--- config.mk ---
export PLATFORM = sky130hd
export DESIGN_NAME = pc_sequencer
export DESIGN_NICKNAME = d
export VERILOG_FILES = /design/src/rtl/pc_sequencer.sv
export SDC_FILE = /design/constraint.sdc
export NUM_CORES = 1
export LEC_CHECK = 0
export ABC_AREA = 0
export BUFFER_PORTS_ARGS = -buffer_cell sky130_fd_sc_hd__buf_4
export CORE_ASPECT_RATIO = 0.9
export CORE_UTILIZATION = 45
export CTS_CLUSTER_DIAMETER = 100
export DETAILED_ROUTE_END_ITERATION = 12
export GPL_TIMING_DRIVEN = 0
export PLACE_DENSITY = 0.74
export REMOVE_ABC_BUFFERS = 1
export SLEW_MARGIN = 5
export SYNTH_ARGS = -nofsm -noshare
export SYNTH_HDL_FRONTEND = slang
export SYNTH_SLANG_ARGS = --single-unit
--- constraint.sdc ---
create_clock -name clk -period 9.55 [get_ports clk]
set_input_delay 2.3875 -clock clk [delete_from_list [all_inputs] [get_ports clk]]
set_output_delay 2.3875 -clock clk [all_outputs]
set_load 0.02 [all_outputs]
--- src/rtl/pc_sequencer.sv ---
// rtl/pc_sequencer.sv - PC register, branch/jump targets and interrupt/exception vectoring
// Optional interrupt counter output irq_count is enabled by defining PC_IRQ_STATS_EN.
module pc_sequencer #(
    parameter logic [31:0] RESET_VEC = 32'h8000_0000,
    parameter logic [31:0] IRQ_VEC   = 32'h8000_0004,
    parameter logic [31:0] EXC_VEC   = 32'h8000_0008
) (
    input  logic        clk,
    input  logic        reset,
    input  logic        stall,
    input  logic        irq,
    input  logic        bad_op,
    input  logic        branch_taken,
    input  logic        jump,
    input  logic        jr,
    input  logic [31:0] jr_target,
    input  logic [15:0] imm16,
    input  logic [25:0] index26,
    output logic [31:0] pc,
    output logic [31:0] pc_plus4,
    output logic        kernel,
    output logic        k0_we,
    output logic [31:0] k0_data,
    output logic        squash
`ifdef PC_IRQ_STATS_EN
    ,
    output logic [15:0] irq_count
`endif
);

    typedef enum logic [1:0] {
        USER  = 2'd0,
        KERN  = 2'd1,
        GUARD = 2'd2
    } state_t;

    state_t      state;
    state_t      state_next;
    logic        irq_q;
    logic [31:0] pc_next;
    logic [31:0] branch_offset;
    logic [31:0] branch_target;
    logic [31:0] jump_target;
    logic        take_exc;
    logic        take_irq;

    assign pc_plus4      = pc + 32'd4;
    assign kernel        = pc[31];
    assign branch_offset = {{14{imm16[15]}}, imm16, 2'b00};

    // User code may never compute a kernel-space target; bit 31 is cleared.
    always_comb begin
        branch_target = pc_plus4 + branch_offset;
        jump_target   = {pc_plus4[31:28], index26, 2'b00};
        if (!pc[31]) begin
            branch_target[31] = 1'b0;
            jump_target[31]   = 1'b0;
        end
    end

    assign take_exc = !reset && !stall && bad_op;
    assign take_irq = !reset && !stall && !bad_op && irq_q && (state == USER);
    assign k0_we    = take_exc || take_irq;
    assign squash   = take_exc || take_irq;
    assign k0_data  = take_exc ? pc_plus4 : pc;

    always_comb begin
        pc_next    = pc;
        state_next = state;
        if (!stall) begin
            if (take_exc) begin
                pc_next    = EXC_VEC;
                state_next = KERN;
            end else if (take_irq) begin
                pc_next    = IRQ_VEC;
                state_next = KERN;
            end else if (jr) begin
                pc_next = jr_target;
                if (jr_target[31])
                    state_next = KERN;
                else if (state == KERN)
                    state_next = GUARD;
                else
                    state_next = USER;
            end else begin
                if (jump)
                    pc_next = jump_target;
                else if (branch_taken)
                    pc_next = branch_target;
                else
                    pc_next = pc_plus4;
                if (state == GUARD)
                    state_next = USER;
            end
        end
    end

    always_ff @(posedge clk) begin
        if (reset) begin
            pc    <= RESET_VEC;
            irq_q <= 1'b0;
            state <= KERN;
        end else begin
            pc    <= pc_next;
            irq_q <= irq;
            state <= state_next;
        end
    end

`ifdef PC_IRQ_STATS_EN
    always_ff @(posedge clk) begin
        if (reset)
            irq_count <= 16'd0;
        else if (take_irq && (irq_count != 16'hFFFF))
            irq_count <= irq_count + 16'd1;
    end
`endif

endmodule

==> results_dict.tcl, run 1 <==
set metrics [dict create \
    grt_pass1_wl_um 26400 \
    num_rows 35 \
    grt_max_degree 49 \
    numCtsBuffers 5 \
    dp_hpwl_um 12400 \
    ys_seq_elements 35 \
    cts_root_buf "clkbuf_16" \
    routabilityCongestion 0.914 \
    holdBufCountCts 0 \
    dr_wl_met3_um 1540 \
    muxShareOfSynthArea_pct 1.78 \
    path_clk_slew_ns 0.06 \
    clockBufferDepth 2 \
    slew_headroom_pct 35.3 \
    drtIter0Drc 334 \
    syn_area_per_cell_um2 7.11 \
    yosys.area_share.xor_xnor_pct 13.4 \
    synth_top_cell_by_area "dfxtp_1" \
    dr.pass1.iters 4 \
    synthDistinctLibCells 82 \
    dr_wl_met2_um 7880 \
    start_kind "input pin" \
    cp-end-kind "output port" \
    hold_viol 0 \
    p_leak_nw 2.89 \
    clk_latency_ns 0.29 \
    ys.flop_type "dfxtp_1" \
    nNetsFinal 918 \
    die_area_um2 10900 \
    syn_inst 664 \
    power_uw 649 \
    synthSimpleGateAreaFrac_pct 26.1 \
    layout.area.seq_um2 701 \
    grt-ovfl-total 0 \
    start_util_pct 46.3 \
    power_density_nw_per_um2 105 \
    wl_um 16800 \
    core_area_um2 10200 \
    antenna_found_initial 0 \
    crit_required_ns 7.16 \
    ir_drop_uv 103 \
    synth_area_leaders "dfxtp_1 (15%), ha_1 (8.5%), xnor2_1 (7.6%), nor2_1 (6.1%), xor2_1 (5.7%)" \
    portBuffers 180 \
    io_pins 181 \
    cts_setup_buffers 0 \
    area_growth_pct 30.3 \
    tightest_slew_ns 0.969 \
    htreeDepth 2 \
    worst_ep_arrival_time_ns 4.59 \
    clock.fmax_mhz 143 \
    wire_per_inst_um 18.0 \
    multiInputGateArea_um2 3730 \
    hp-class "reg -> reg" \
    fin_skew_ns 0.00536 \
    routed.top_layer "met4" \
    netlist.area_leader.share_pct 14.8 \
    finalSetupViolCount 0 \
    synthesis.area_um2 4720 \
    fin_util_pct 60.3 \
    drv_cap 0 \
    finalCritPeriodShare_pct 73.0 \
    post-route-min-period_ns 6.97 \
    outcome "completed" \
    post_drt_via_cell_ratio 5.99 \
    setup_tns_ns 0 \
    grt_pass1_vias 5276 \
    fillerInstances 962 \
    crit_type "in -> out" \
    diodes 0 \
    ant_nets 0 \
    drive_gt1_share_pct 26.5 \
    num_vias 5588 \
    async_flop_share_pct 0 \
    ctsResizeCount 0 \
    synth_fa_ha_area_share_pct 8.90 \
    grt.total_usage_pct 30.6 \
    synth_top_family_by_area "compound AO/OA/AOI/OAI gates" \
    maxSlewViolCount 0 \
    synth-compound-area-share_pct 29.0 \
    m1WireLength_um 7190 \
    rsz0062_at_grt "false" \
    ys_seq_area_share_pct 14.8 \
    yosys_warnings 0 \
    drcViolationCount 0 \
    worst-path-max-fanout 48 \
    die_h_um 99.2 \
    die_x_um 110 \
    cts_tree "yes" \
    cts.sinks 35 \
    synth-edff-count 0 \
]
-- final timing paths --
path         startpoint     endpoint  slack (ns)  cells after the start
max reg2reg       pc[2]       pc[27]        4.90                     15
min reg2reg       pc[1]        pc[1]        0.51                      2
max               stall  k0_data[25]        2.58                      7
min               pc[1]        pc[1]        0.51                      2
-- report_power, final --
| part | switching, mW | leakage, nW | internal [mW] |
|---|---|---|---|
| Clock | 0.0697 | 0.0679 | 0.0967 |
| Combinational | 0.172 | 2.53 | 0.134 |
| Sequential | 0.0208 | 0.287 | 0.156 |
-- registers in the layout, summed over array words and instances, names as in the netlist --
name / flops
state: 2
irq_q: 1
pc: 32
-- area by class of cell --
cell class,count,share of cell area (%)
repair buffers,180,22.0
clock inverters,1,0.0813
well taps,129,2.62
multi-input cells,563,60.7
inverters,18,1.10
flip-flops and latches,35,11.4
clock buffers,7,2.16
-- worst max-delay path: stages --
cell and delay, ns:
buf_4 0.28, nor2_1 0.30, and2_1 0.65, nand2b_1 0.37, nor2_1 0.21, xor2_1 0.20, buf_4 0.17
-- cell usage in the layout (no fill, tap or decap), types with 12 or more instances in the layout --
master / count
nor3_1: 16
dfxtp_1: 35
and3_1: 12
nand2_1: 69
xor2_1: 31
inv_1: 17
o21ai_0: 34
xnor2_1: 41
a22oi_1: 15
a21oi_1: 45
buf_4: 180
nand3_1: 20
a21o_1: 13
a211oi_1: 12
ha_1: 32
nor2_1: 77
-- synthesized netlist by cell type, types with 4 or more instances --
| master | instances |
|---|---|
| dfxtp_1 | 35 |
| xor2_1 | 31 |
| o21ai_0 | 34 |
| o22ai_1 | 8 |
| or2_2 | 4 |
| ha_1 | 32 |
| o31ai_1 | 4 |
| mux2i_1 | 5 |
| a211oi_1 | 12 |
| nand3_1 | 20 |
| a21o_1 | 13 |
| buf_1 | 4 |
| buf_4 | 7 |
| clkbuf_1 | 27 |
| a22oi_1 | 15 |
| nand4_1 | 8 |
| xnor2_1 | 41 |
| o21a_1 | 4 |
| nor2_1 | 77 |
| a31oi_1 | 8 |
| o211ai_1 | 7 |
| nand2_1 | 69 |
| a21oi_1 | 45 |
| a211o_1 | 5 |
| o21bai_1 | 4 |
| nor3_1 | 16 |
| nand2b_1 | 7 |
| and3_1 | 12 |
| inv_1 | 17 |
| and2_1 | 6 |
| buf_2 | 7 |
| nor2b_1 | 5 |
-- cell families (layout without fill, tap and decap cells) --
group / Yosys count / count (layout)
simple gates: 253 / 253
compound gates: 197 / 197
flops: 35 / 35
fa+ha+maj: 33 / 33
buf+inv: 66 / 206
mux: 8 / 8
xor+xnor: 72 / 72
-- per-stage QoR --
stage	hold slack [ns]	setup WS, ns	cell area (um^2)	cells
3_5_place_dp	0.495	2.68	6020	925
3_3_place_gp	0.484	2.69	6020	925
5_1_grt	0.539	2.42	6150	933
4_1_cts	0.510	2.67	6150	933
6_report	0.510	2.58	6150	933
2_1_floorplan	0.505	3.51	4500	616
-- metal layers --
| layer | vias up | track usage, % |
|---|---|---|
| met5 | - | 0 |
| met1 | 2637 | 40.6 |
| li1 | 2676 | - |
| met2 | 250 | 50.1 |
| met3 | 25 | 6.62 |
| met4 | 0 | 7.18 |
Note: power is estimated with default switching activity, not from simulation.
==> run 2: changes to the inputs <==
PLACE_DENSITY = 0.77   (was 0.74)
clock period = 5.85 ns   (was 9.55 ns; I/O delays follow)
==> run 2 against run 1 <==
Net effect:
- the flow now finishes with violations (design-rule violations)
- register-to-register slack worse by 3.7 ns
- critical path depth unchanged
- routed wire length up 0.47%
- clock power up 93%
- utilization up 0.31 points
- via count about the same
- worst setup slack worse by 1.7 ns
- cell area up 0.51%
- die area unchanged
- global-route usage down 0.33 points
- critical endpoint unchanged
- largest cell class unchanged
==> results_dict.tcl, run 2 (synthesized netlist as in run 1, its figures left out) <==
set metrics [dict create \
    rsz0062_at_grt "false" \
    grt_pass1_vias 5154 \
    portBuffers 180 \
    clk_latency_ns 0.29 \
    power_density_nw_per_um2 179 \
    clock.fmax_mhz 199 \
    ir_drop_uv 110 \
    worst-path-max-fanout 48 \
    crit_type "in -> out" \
    ant_nets 0 \
    nNetsFinal 918 \
    cts.sinks 35 \
    largest_register "pc" \
    wl_um 16900 \
    cts_setup_buffers 0 \
    grt_pass1_wl_um 26000 \
    slew_headroom_pct 33.7 \
    final_common_cell "buf_4" \
    power_mw 1.11 \
    hp-class "reg -> reg" \
    die_h_um 99.2 \
    numCtsBuffers 5 \
    tightest_slew_ns 0.993 \
    num_rows 35 \
    final_cell_mix "buf_4 (180), nor2_1 (77), nand2_1 (69), a21oi_1 (45), xnor2_1 (41)" \
    drive_gt1_share_pct 26.7 \
    diodes 0 \
    maxSlewViolCount 0 \
    min_from "pc[0]" \
    swShare_pct 39.2 \
    rr_startpoint "pc[2]" \
    p_leak_nw 2.90 \
    grt.total_usage_pct 30.3 \
    holdWs_ns 0.497 \
    io_pins 181 \
    wire_per_inst_um 18.1 \
    seq_power_share_pct 26.1 \
    grt_max_degree 49 \
    start_kind "input pin" \
    drv_cap 0 \
    largestRegisters "pc x32, state x2, irq_q x1" \
    cp-end-kind "output port" \
    globalRouteMet3Util_pct 4.72 \
    final_area_um2 6180 \
    p_clk_share_pct 29.0 \
    antenna_found_initial 0 \
    die_x_um 110 \
    start_util_pct 46.3 \
    clockBufferDepth 2 \
    post_drt_via_cell_ratio 5.99 \
    dpl-instance-area_um2 6020 \
    use_met2_pct 49.7 \
    drtIter0Drc 366 \
    finalCritPeriodShare_pct 85.8 \
    outcome "finished, violations left" \
    intPower_uw 675 \
    worst_ep_arrival_time_ns 3.56 \
    netSwitchingPower_uw 434 \
    violations "design-rule violations" \
    startpoint "stall" \
    htreeDepth 2 \
    fin_skew_ns 0.00728 \
    post-route-min-period_ns 5.02 \
    num_vias 5589 \
    path_clk_slew_ns 0.06 \
    largest_reg_flops 32 \
    dp_hpwl_um 12500 \
    finalSetupViolCount 0 \
    cts_root_buf "clkbuf_16" \
    hold_viol 0 \
    drcViolationCount 2 \
    ctsResizeCount 0 \
    cts_tree "yes" \
    setup_tns_ns 0 \
    fillerInstances 967 \
    grt-ovfl-total 0 \
    die_area_um2 10900 \
    core_area_um2 10200 \
    grt_use_met1_pct 41.0 \
    crit_required_ns 4.39 \
    holdBufCountCts 0 \
    pwr-share-comb_pct 44.9 \
    routabilityCongestion 0.911 \
    area_growth_pct 31.0 \
    fin_util_pct 60.6 \
    busiest_layer "met2" \
    dr.pass1.iters 9 \
]
## run 2: through the flow
step,setup WS (ns),cells
CTS,0.856,933
global placement,0.894,925
finish,0.828,933
detailed placement,0.860,925
global route,0.673,933
floorplan,1.66,616
## run 2: routing by layer
metal | up-vias | part of all wire [%]
met4 | 0 | 1.6
met3 | 28 | 9.2
met5 | - | 0
met1 | 2583 | 43
li1 | 2683 | -
met2 | 295 | 47
## run 2: power groups by stage
| stage | registers, mW | clock network (mW) | logic (mW) |
|---|---|---|---|
| 2_1_floorplan | 0.305 | 0 | 0.280 |
| 3_3_place_gp | 0.293 | 0 | 0.483 |
| 3_5_place_dp | 0.294 | 0 | 0.492 |
| 4_1_cts | 0.289 | 0.321 | 0.494 |
| 5_1_grt | 0.292 | 0.331 | 0.539 |
| 6_report | 0.289 | 0.321 | 0.498 |
## run 2: worst max-delay path: stages
cell and delay, ns:
buf_4 0.28, nor2_1 0.31, and2_1 0.61, nand2b_1 0.34, nor2_1 0.21, xor2_1 0.17, buf_4 0.16
## run 2: final timing paths
check | end | slack (ns) | depth (start not counted)
worst max-delay path | k0_data[25] | 0.83 | 7
worst min-delay path | pc[0] | 0.50 | 2
worst max register to register | pc[31] | 1.21 | 15
worst min register to register | pc[0] | 0.50 | 2
## run 2: final cells by class
cell class / count / area (um^2) / share of cell area, %
clock inverters: 3 / 43.8 / 0.708
flip-flops and latches: 35 / 701 / 11.3
well taps: 129 / 161 / 2.61
inverters: 18 / 67.6 / 1.09
repair buffers: 180 / 1350 / 21.8
multi-input cells: 563 / 3730 / 60.4
clock buffers: 5 / 125 / 2.02
==> run 3: changes to the inputs <==
CORE_UTILIZATION = 46   (was 45)
HOLD_SLACK_MARGIN = 0.08   (was not set)
PLACE_DENSITY = 0.79   (was 0.77)
==> run 3 against run 2 <==
Net effect:
- the flow now finishes without violations
- critical path type unchanged
- routed wire length shrank 0.86%
- non-clock buffer count did not move
- sequential share of layout area about the same
==> results_dict.tcl, run 3 (synthesized netlist as in run 1, its figures left out) <==
set metrics [dict create \
    fin_skew_ns 0.00698 \
    ant_nets 0 \
    nNetsFinal 918 \
    start_util_pct 48.1 \
    largest_reg_flops 32 \
    hold_viol 0 \
    clockBufferDepth 2 \
    use_met2_pct 50.5 \
    post-route-min-period_ns 4.95 \
    core_area_um2 9830 \
    antenna_found_initial 0 \
    startpoint "stall" \
    slew_headroom_pct 42.3 \
    cts_setup_buffers 0 \
    ir_drop_uv 123 \
    worst_ep_arrival_time_ns 3.49 \
    wire_per_inst_um 18.0 \
    worst-path-max-fanout 48 \
    cts_root_buf "clkbuf_16" \
    grt_pass1_wl_um 26300 \
    cp-end-kind "output port" \
    clock.fmax_mhz 202 \
    htreeDepth 2 \
    holdPathStages 2 \
    final_cell_mix "buf_4 (180), nor2_1 (77), nand2_1 (69), a21oi_1 (45), xnor2_1 (41)" \
    cts.sinks 35 \
    power_density_nw_per_um2 180 \
    finalSetupViolCount 0 \
    grt_pass1_vias 5194 \
    die_h_um 98.1 \
    globalRouteMet3Util_pct 5.07 \
    p_leak_nw 2.90 \
    path_clk_slew_ns 0.06 \
    drv_cap 0 \
    setup_tns_ns 0 \
    drive_gt1_share_pct 26.7 \
    cp-endpoint "k0_data[29]" \
    io_pins 181 \
    grt_max_degree 49 \
    reg2reg_to "pc[31]" \
    busiest_layer "met2" \
    cts_tree "yes" \
    grt_use_met1_pct 42.3 \
    die_x_um 109 \
    rr_startpoint "pc[2]" \
    grt.total_usage_pct 30.8 \
    start_kind "input pin" \
    crit_type "in -> out" \
    holdBufCountCts 0 \
    clk_latency_ns 0.28 \
    tightest_slew_ns 0.865 \
    post_drt_via_cell_ratio 6.05 \
    crit_required_ns 4.39 \
    grt-ovfl-total 0 \
    num_vias 5623 \
    numCtsBuffers 5 \
    num_rows 34 \
    maxSlewViolCount 0 \
    diodes 0 \
    dp_hpwl_um 12500 \
    die_area_um2 10700 \
    ctsResizeCount 0 \
    dr.pass1.iters 5 \
    portBuffers 180 \
    hp-class "reg -> reg" \
    routabilityCongestion 0.903 \
    drcViolationCount 0 \
    rsz0062_at_grt "false" \
    outcome "completed" \
    largestRegisters "pc x32, state x2, irq_q x1" \
    finalCritPeriodShare_pct 84.6 \
    final_common_cell "buf_4" \
    wl_um 16800 \
    area_growth_pct 31.0 \
    reg2regPathDepth 15 \
    largest_register "pc" \
    r2r_slack_ns 1.21 \
    holdWs_ns 0.497 \
    drtIter0Drc 343 \
]
run 3: cell count changes in the layout (fill, tap and decap cells not counted), sizes merged:
cell,change
clkbuf,+1
clkinv,-1
run 3: per-stage QoR:
stage	cell area [um^2]	total power, mW	instances	util, %	worst slack, ns
2_1_floorplan	4500	0.585	616	-	1.66
6_report	6190	1.11	930	62.9	0.900
3_5_place_dp	6010	0.784	922	61.2	0.952
5_1_grt	6190	1.17	930	62.9	0.784
3_3_place_gp	6010	0.775	922	61.2	0.956
4_1_cts	6190	1.11	930	62.9	0.952
run 3: layout make-up:
cell class,count,area (um^2)
clock inverter,2,35.0
timing repair buffer,180,1350
sequential,35,701
inverter,18,67.6
tap,126,158
clock buffer,6,139
fill,859,3640
multi-input combinational,563,3730
run 3: how the worst min path moves through the flow:
stage,start,to,slack [ns]
floorplan,state[0],state[0],0.50
global placement,pc[0],pc[0],0.47
detailed placement,pc[0],pc[0],0.49
CTS,pc[0],pc[0],0.50
global route,pc[0],pc[0],0.53
finish,pc[1],pc[1],0.50
run 3: metal layers:
layer | vias to the layer above | routed length (um)
li1 | 2678 | -
met1 | 2613 | 7240
met2 | 299 | 7830
met3 | 33 | 1450
met4 | 0 | 248
met5 | - | 0
run 3: report_power, final:
| part | internal, mW | leakage [nW] | switching [mW] | total, mW |
|---|---|---|---|---|
| logic | 0.219 | 2.53 | 0.280 | 0.499 |
| registers | 0.255 | 0.287 | 0.0354 | 0.290 |
| clock network | 0.212 | 0.0868 | 0.112 | 0.324 |
run 3: critical path, cell delays in order:
cell and delay, ns:
buf_4 0.27, nor2_1 0.31, and2_1 0.56, nand2b_1 0.30, nor2_1 0.23, xor2_1 0.17
buf_4 0.16
